**src/rtl/smoldvi_tmds_encoder.sv**
```systemverilog
// Per-lane DVI TMDS encoder: 8b pixel / 2b control code to DC-balanced 10b symbol.
// Define SMOLDVI_TMDS_PIPE_EN to register the transition-minimised word (2-clk latency).
module smoldvi_tmds_encoder #(
    parameter int unsigned CNT_W = 6
) (
    input  logic       clk,
    input  logic       rst_n,
    input  logic       de,
    input  logic [7:0] d,
    input  logic [1:0] c,
    output logic [9:0] q
);

    localparam logic [9:0] CTRL_00 = 10'b1101010100;
    localparam logic [9:0] CTRL_01 = 10'b0010101011;
    localparam logic [9:0] CTRL_10 = 10'b0101010100;
    localparam logic [9:0] CTRL_11 = 10'b1010101011;
    localparam logic signed [CNT_W-1:0] TWO = CNT_W'(2);

    logic [7:0] d_g;
    logic [3:0] n1d;
    logic       use_xnor;
    logic [8:0] qm_a;

    // Stage A: transition minimisation; d is masked in blanking so X on d cannot leak.
    always_comb begin
        d_g      = de ? d : 8'h00;
        n1d      = 4'd0;
        for (int i = 0; i < 8; i++) begin
            n1d = n1d + 4'(d_g[i]);
        end
        use_xnor = (n1d > 4'd4) || ((n1d == 4'd4) && !d_g[0]);
        qm_a     = 9'h000;
        qm_a[0]  = d_g[0];
        for (int i = 1; i < 8; i++) begin
            qm_a[i] = use_xnor ? ~(qm_a[i-1] ^ d_g[i]) : (qm_a[i-1] ^ d_g[i]);
        end
        qm_a[8]  = !use_xnor;
    end

    logic [8:0] qm_b;
    logic       de_b;
    logic [1:0] c_b;

`ifdef SMOLDVI_TMDS_PIPE_EN
    always_ff @(posedge clk or negedge rst_n) begin
        if (!rst_n) begin
            qm_b <= 9'h000;
            de_b <= 1'b0;
            c_b  <= 2'b00;
        end else begin
            qm_b <= qm_a;
            de_b <= de;
            c_b  <= c;
        end
    end
`else
    assign qm_b = qm_a;
    assign de_b = de;
    assign c_b  = c;
`endif

    logic signed [CNT_W-1:0] cnt;
    logic signed [CNT_W-1:0] cnt_nxt;
    logic signed [CNT_W-1:0] bal;
    logic [3:0]              n1;
    logic [3:0]              n0;
    logic                    cnt_pos;
    logic                    cnt_neg;
    logic [9:0]              q_nxt;

    // Stage B: DC balance against the running disparity, or control symbol in blanking.
    always_comb begin
        n1 = 4'd0;
        for (int i = 0; i < 8; i++) begin
            n1 = n1 + 4'(qm_b[i]);
        end
        n0      = 4'd8 - n1;
        bal     = $signed(CNT_W'(n1)) - $signed(CNT_W'(n0));
        cnt_neg = cnt[CNT_W-1];
        cnt_pos = !cnt[CNT_W-1] && (cnt != '0);
        q_nxt   = CTRL_00;
        cnt_nxt = '0;
        if (de_b) begin
            if ((cnt == '0) || (n1 == n0)) begin
                q_nxt   = {~qm_b[8], qm_b[8], qm_b[8] ? qm_b[7:0] : ~qm_b[7:0]};
                cnt_nxt = qm_b[8] ? (cnt + bal) : (cnt - bal);
            end else if ((cnt_pos && (n1 > n0)) || (cnt_neg && (n0 > n1))) begin
                q_nxt   = {1'b1, qm_b[8], ~qm_b[7:0]};
                cnt_nxt = cnt + (qm_b[8] ? TWO : '0) - bal;
            end else begin
                q_nxt   = {1'b0, qm_b[8], qm_b[7:0]};
                cnt_nxt = cnt - (qm_b[8] ? '0 : TWO) + bal;
            end
        end else begin
            unique case (c_b)
                2'b00:   q_nxt = CTRL_00;
                2'b01:   q_nxt = CTRL_01;
                2'b10:   q_nxt = CTRL_10;
                default: q_nxt = CTRL_11;
            endcase
        end
    end

    always_ff @(posedge clk or negedge rst_n) begin
        if (!rst_n) begin
            q   <= CTRL_00;
            cnt <= '0;
        end else begin
            q   <= q_nxt;
            cnt <= cnt_nxt;
        end
    end

endmodule

```
**config.mk**
```make
export PLATFORM = sky130hd
export DESIGN_NAME = smoldvi_tmds_encoder
export DESIGN_NICKNAME = d
export VERILOG_FILES = /design/src/rtl/smoldvi_tmds_encoder.sv
export SDC_FILE = /design/constraint.sdc
export NUM_CORES = 1
export LEC_CHECK = 0
export ABC_AREA = 1
export BUFFER_PORTS_ARGS = -buffer_cell sky130_fd_sc_hd__buf_2
export CAP_MARGIN = 20
export CORE_MARGIN = 2
export CORE_UTILIZATION = 50
export DETAILED_ROUTE_END_ITERATION = 10
export GPL_TIMING_DRIVEN = 0
export MAX_ROUTING_LAYER = met4
export PLACE_DENSITY = 0.78
export SLEW_MARGIN = 20
export SYNTH_ARGS = -nofsm -noshare
export SYNTH_HDL_FRONTEND = slang
export SYNTH_SLANG_ARGS = --single-unit
```
**constraint.sdc**
```tcl
create_clock -name clk -period 3.1 [get_ports clk]
set_clock_uncertainty 0.1 [all_clocks]
set_input_delay 0.62 -clock clk [delete_from_list [all_inputs] [get_ports clk]]
set_output_delay 0.62 -clock clk [all_outputs]
set_load 0.05 [all_outputs]
```
==> impl_metrics.csv, run 1 <==
group,metric,value,unit
yosys,synth_top_cell_by_area,"ha_1",
worst_setup_path,cp_slowest_cell,"fa_1",
timing,setup-violations-final,15,
worst_setup_path,critPathKind,"in -> reg",
grt,first_global_vias,2353,
worst_setup_path,cp.required,3.19,ns
yosys,syn_inst,330,
timing,finalWorstSetupSlack,-5.146,ns
worst_setup_path,path_buf_inv,12,
routing,vias_per_cell,5.580,
routing,drc,0,
cts,htreeDepth,1,
placement,place_hpwl,4.166,mm
worst_setup_path,critical-path-top-delay-family,"adder cells",
cts,worstSkewPairLatency,0.26,ns
timing,fin_crit_sh,266.0,%
timing,timing.slew.headroom,58.60,%
yosys,yosysWarnings,0,
yosys,syn_area_per_cell,7.094,sq um
worst_setup_path,worstPathMaxFanout,5,
yosys,syn_nets,385,
cts,holdBufCountCts,0,
worst_hold_path,min_path_type,"in -> async",
placement,dp_slack,-5.772,ns
final_layout,layout.nets,454,
cts,clk_pin_slew,0.07,ns
routing,vias,2511,
floorplanning,ioPinCount,23,
timing,worst_pin_slew,0.6209,ns
cts,cts_buffer_depth,2,
outcome,violations,"negative setup slack",
yosys,synth.ff_latch_count,16,
grt,grt_max_degree,17,
timing,rsz0062_at_grt,"true",
final_layout,drive_above_1_share,40.45,%
grt,grt_overflow,0,
yosys,syn_area,0.002341,sq mm
yosys,synth_cell_type_count,30,
grt,grt_usage,25.06,%
timing,min_period,8.246,ns
timing,timing.fmax,121.3,MHz
floorplanning,core,0.004444,sq mm
floorplanning,std_cell_rows,24,
final_layout,utilization,73.59,%
cts,cts_buffers,3,
placement,post_dp_cell_area,0.002640,sq mm
placement,place.port_buffers,21,
routing,post_drt_wl_per_cell,14.97,um
worst_setup_path,cp.arrival,8.33,ns
yosys,yosysSeqAreaShare,17.37,%
routing,wl,6.738,mm
placement,gp_congestion,0.9064,
timing,final-hold-violation-count,0,
yosys,yosys-top-cells-area,"ha_1, nand2_1, dfrtp_1",
worst_setup_path,crit_top_cell,"fa_1",
worst_setup_path,crit_path_start_kind,"input pin",
worst_setup_path,cp-end-kind,"flop",
floorplanning,chipHeight,72.43,um
outcome,outcome,"complete, but fails checks",
final_layout,fillers,310,
final_layout,final_area,0.003271,sq mm
final_layout,diodes,0,
run,cap_violations,0,
floorplanning,dieArea,0.005245,sq mm
routing,ant_nets,0,
routing,drt-initial-drc-count,250,
cts,cts_sinks,16,
cts,cts_tree,"built",
grt,grt_pass1_wl,10.21,mm
final_layout,final_cell_mix,"nand2_1, inv_1, buf_4",
yosys,synth_top_area_share,16.03,%
floorplanning,die_w,72.43,um
final_layout,area_growth,39.71,%
final_layout,final_common_cell,"nand2_1",
routing,drt_pre_antenna_iters,5,
floorplanning,start_util,52.67,%
grt,antenna_found_initial,0,
timing,slew_viol_final,0,
cts,cts_root_buf,"clkbuf_8",
worst_setup_path,critical_path.max_stage_delay,0.52,ns
-- final cells by class --
class | instances | area [sq um] | area share, %
buffer | 6 | 70.07 | 2.142
timing repair buffer | 64 | 444.2 | 13.58
sequential | 16 | 406.6 | 12.43
multi-input combinational | 246 | 1972 | 60.29
clock buffer | 4 | 55.05 | 1.683
tap | 52 | 65.06 | 1.989
inverter | 62 | 257.7 | 7.881
-- cell usage after synthesis (all sizes together) --
| cell | n |
|---|---|
| fa | 12 |
| nand3 | 30 |
| o211ai | 1 |
| clkinv | 1 |
| nand2 | 97 |
| dfrtp | 11 |
| clkbuf | 1 |
| buf | 5 |
| nor2 | 15 |
| dfstp | 5 |
| xor2 | 12 |
| o21ai | 18 |
| ha | 30 |
| xnor2 | 5 |
| a21oi | 19 |
| nand3b | 1 |
| nand4 | 5 |
| inv | 61 |
| o22ai | 1 |
-- worst register-to-register path, stage by stage (launching register included) --
cell and delay, ns:
dfrtp_1 0.36, inv_1 0.14, fa_1 0.63, inv_1 0.11, fa_1 0.44, o21ai_2 0.18
xor2_1 0.23, nand2_2 0.11, nand3_2 0.08, nand2_1 0.06, nor2_1 0.08, nor2_1 0.05
-- state kept, by name, indices dropped and copies added (netlist names) --
name / cells
q: 10
cnt: 6
-- timing repair --
action | CTS | global route
buffers inserted | 28 | 14
pin swaps | 39 | 26
resized for setup | 41 | 23
gates cloned | 1 | 0
endpoints found under the setup margin | 15 | 15
-- cell families after synthesis --
family                   synth area share, %
AO/OA/AOI/OAI                          8.498
AND/OR/NAND/NOR                        29.72
buffers and inverters                  11.76
flip-flops                             17.37
adder cells (fa/ha/maj)                26.30
XOR/XNOR                               6.360
-- routing by layer --
| metal | part of all wire (%) | vias up | GRT usage (%) |
|---|---|---|---|
| met3 | 5.1 | 27 | 1.667 |
| met5 | 0 | - | - |
| li1 | - | 1173 | - |
| met2 | 51 | 116 | 45.36 |
| met1 | 40 | 1195 | 29.84 |
| met4 | 3.7 | 0 | 7.407 |
-- final timing paths --
kind                             start  endpoint  slack (ns)  cells after the start
worst max-delay path                de    cnt[5]       -5.15                     44
worst min-delay path             rst_n    cnt[4]        0.16                      1
worst max register to register  cnt[1]    cnt[5]        0.43                     11
worst min register to register  cnt[0]    cnt[0]        0.45                      2
max in group asynchronous        rst_n      q[6]        2.43                      1
min in group clk                cnt[0]    cnt[0]        0.45                      2
-- metrics by stage --
stage | std cells | hold WS [ns] | TNS [ns]
final | 450 | 0.1634 | -64.20
after global routing | 450 | 0.1923 | -67.56
after CTS | 436 | 0.1741 | -62.16
after detailed placement | 403 | 0.3587 | -70.70
after global placement | 403 | 0.3587 | -68.94
after floorplan | 330 | 0.2244 | -63.07
Power of run 1 is not shown: default switching activity piles up to over one toggle a cycle in this logic, so the estimate is an artifact.
==> run 2, diff against run 1 <==
- CORE_UTILIZATION: 50 -> 45
- PLACE_DENSITY: 0.78 -> 0.72
==> impl_metrics.csv, run 2 (synthesized netlist as in run 1, its figures left out) <==
group,metric,value,unit
worst_setup_path,cp.required,3.15,ns
routing,wl,5.767,mm
cts,cts_buffers,3,
timing,final-hold-violation-count,0,
routing,wl_met2,2.949,mm
final_layout,largest_register_ffs,10,
routing,wl_met1,2.621,mm
floorplanning,core,0.005075,sq mm
worst_setup_path,path_buf_inv,12,
worst_setup_path,regToRegSetupSlack,0.52,ns
routing,drt_pre_antenna_iters,6,
cts,cts_root_buf,"clkbuf_8",
cts,htreeDepth,1,
cts,cts_tree,"built",
worst_setup_path,cp_slowest_cell,"fa_1",
routing,vias_per_cell,4.921,
routing,drc,0,
final_layout,drive_above_1_share,36.79,%
grt,first_global_vias,2220,
timing,setup-violations-final,15,
routing,dr_wl_met3,142,um
floorplanning,dieArea,0.005795,sq mm
final_layout,final_common_cell,"nand2_1",
placement,gp_congestion,0.8420,
final_layout,diodes,0,
timing,slew_viol_final,0,
final_layout,reg.largest.list,"q x10, cnt x6",
worst_setup_path,cp-end-kind,"flop",
floorplanning,chipHeight,76.13,um
timing,rsz0062_at_grt,"true",
cts,cts_sinks,16,
routing,routed.top_layer,"met4",
routing,drt-initial-drc-count,95,
timing,timing.fmax,123.4,MHz
worst_setup_path,critPathKind,"in -> reg",
worst_setup_path,crit_top_cell,"fa_1",
grt,grt_overflow,0,
final_layout,final_cell_mix,"nand2_1, inv_1, buf_4",
grt,grt_max_degree,17,
worst_setup_path,cp.arrival,8.15,ns
final_layout,area_growth,36.72,%
worst_setup_path,r2r_start,"cnt[1]",
grt,grt_pass1_wl,9.708,mm
final_layout,top_register,"q",
run,cap_violations,0,
timing,timing.slew.headroom,60.74,%
floorplanning,std_cell_rows,26,
worst_hold_path,min_path_type,"in -> async",
floorplanning,ioPinCount,23,
outcome,outcome,"complete, but fails checks",
worst_setup_path,reg2regPathDepth,11,
floorplanning,start_util,46.13,%
worst_setup_path,critical_path.max_stage_delay,0.52,ns
worst_setup_path,r2r_end,"cnt[5]",
floorplanning,die_w,76.13,um
final_layout,layout.nets,442,
routing,post_drt_wl_per_cell,12.65,um
routing,vias,2244,
worst_setup_path,critical-path-top-delay-family,"adder cells",
grt,grt_usage,20.66,%
timing,min_period,8.100,ns
final_layout,utilization,63.07,%
cts,cts_buffer_depth,2,
timing,finalWorstSetupSlack,-5.000,ns
timing,fin_crit_sh,261.3,%
cts,worstSkewPairLatency,0.25,ns
placement,place.port_buffers,21,
cts,clk_pin_slew,0.07,ns
routing,ant_nets,0,
outcome,violations,"negative setup slack",
worst_setup_path,crit_path_start_kind,"input pin",
grt,antenna_found_initial,0,
worst_setup_path,worstPathMaxFanout,5,
timing,worst_pin_slew,0.5889,ns
placement,place_hpwl,4.172,mm
-- run 2: worst max path at each step --
stage / start / to / slack [ns] / cells after the start
2_1_floorplan: de / cnt[5] / -5.14 / 43
3_3_place_gp: de / cnt[5] / -5.66 / 46
3_5_place_dp: de / cnt[5] / -5.76 / 46
4_1_cts: de / cnt[5] / -4.98 / 46
5_1_grt: de / cnt[5] / -5.40 / 45
6_report: de / cnt[5] / -5.00 / 44
-- run 2: what timing repair did --
action	CTS	global route
endpoints found under the hold margin	0	0
setup buffers	24	8
resized for setup	36	23
endpoints found under the setup margin	15	15
hold buffers	0	0
pin swaps	40	22
-- run 2: per-layer routing --
metal  track usage, %  vias up
met5                -        -
met4            4.182        0
met3           0.8294        6
met2            36.88       39
met1            26.39     1057
li1                 -     1142
-- run 2: layout make-up --
cell class                      count  area (sq um)
Sequential cell                    16         406.6
Inverter                           62         257.7
Fill cell                         433          1874
Multi-Input combinational cell    246          1942
Clock buffer                        4         55.05
Tap cell                           70         87.58
Buffer                              6         70.07
Timing Repair Buffer               52         381.6
-- run 2: through the flow --
step           TNS [ns]  setup WS, ns  cells  hold WS (ns)  area, sq um
4_1_cts          -62.80        -4.984    449        0.1888         3058
3_3_place_gp     -69.41        -5.664    421        0.3621         2663
6_report         -62.72        -5.000    456        0.1787         3201
5_1_grt          -67.60        -5.402    456        0.2004         3201
3_5_place_dp     -70.43        -5.756    421        0.3678         2663
2_1_floorplan    -63.07        -5.144    330        0.2244         2470
Power of run 2 is left out for the same reason.
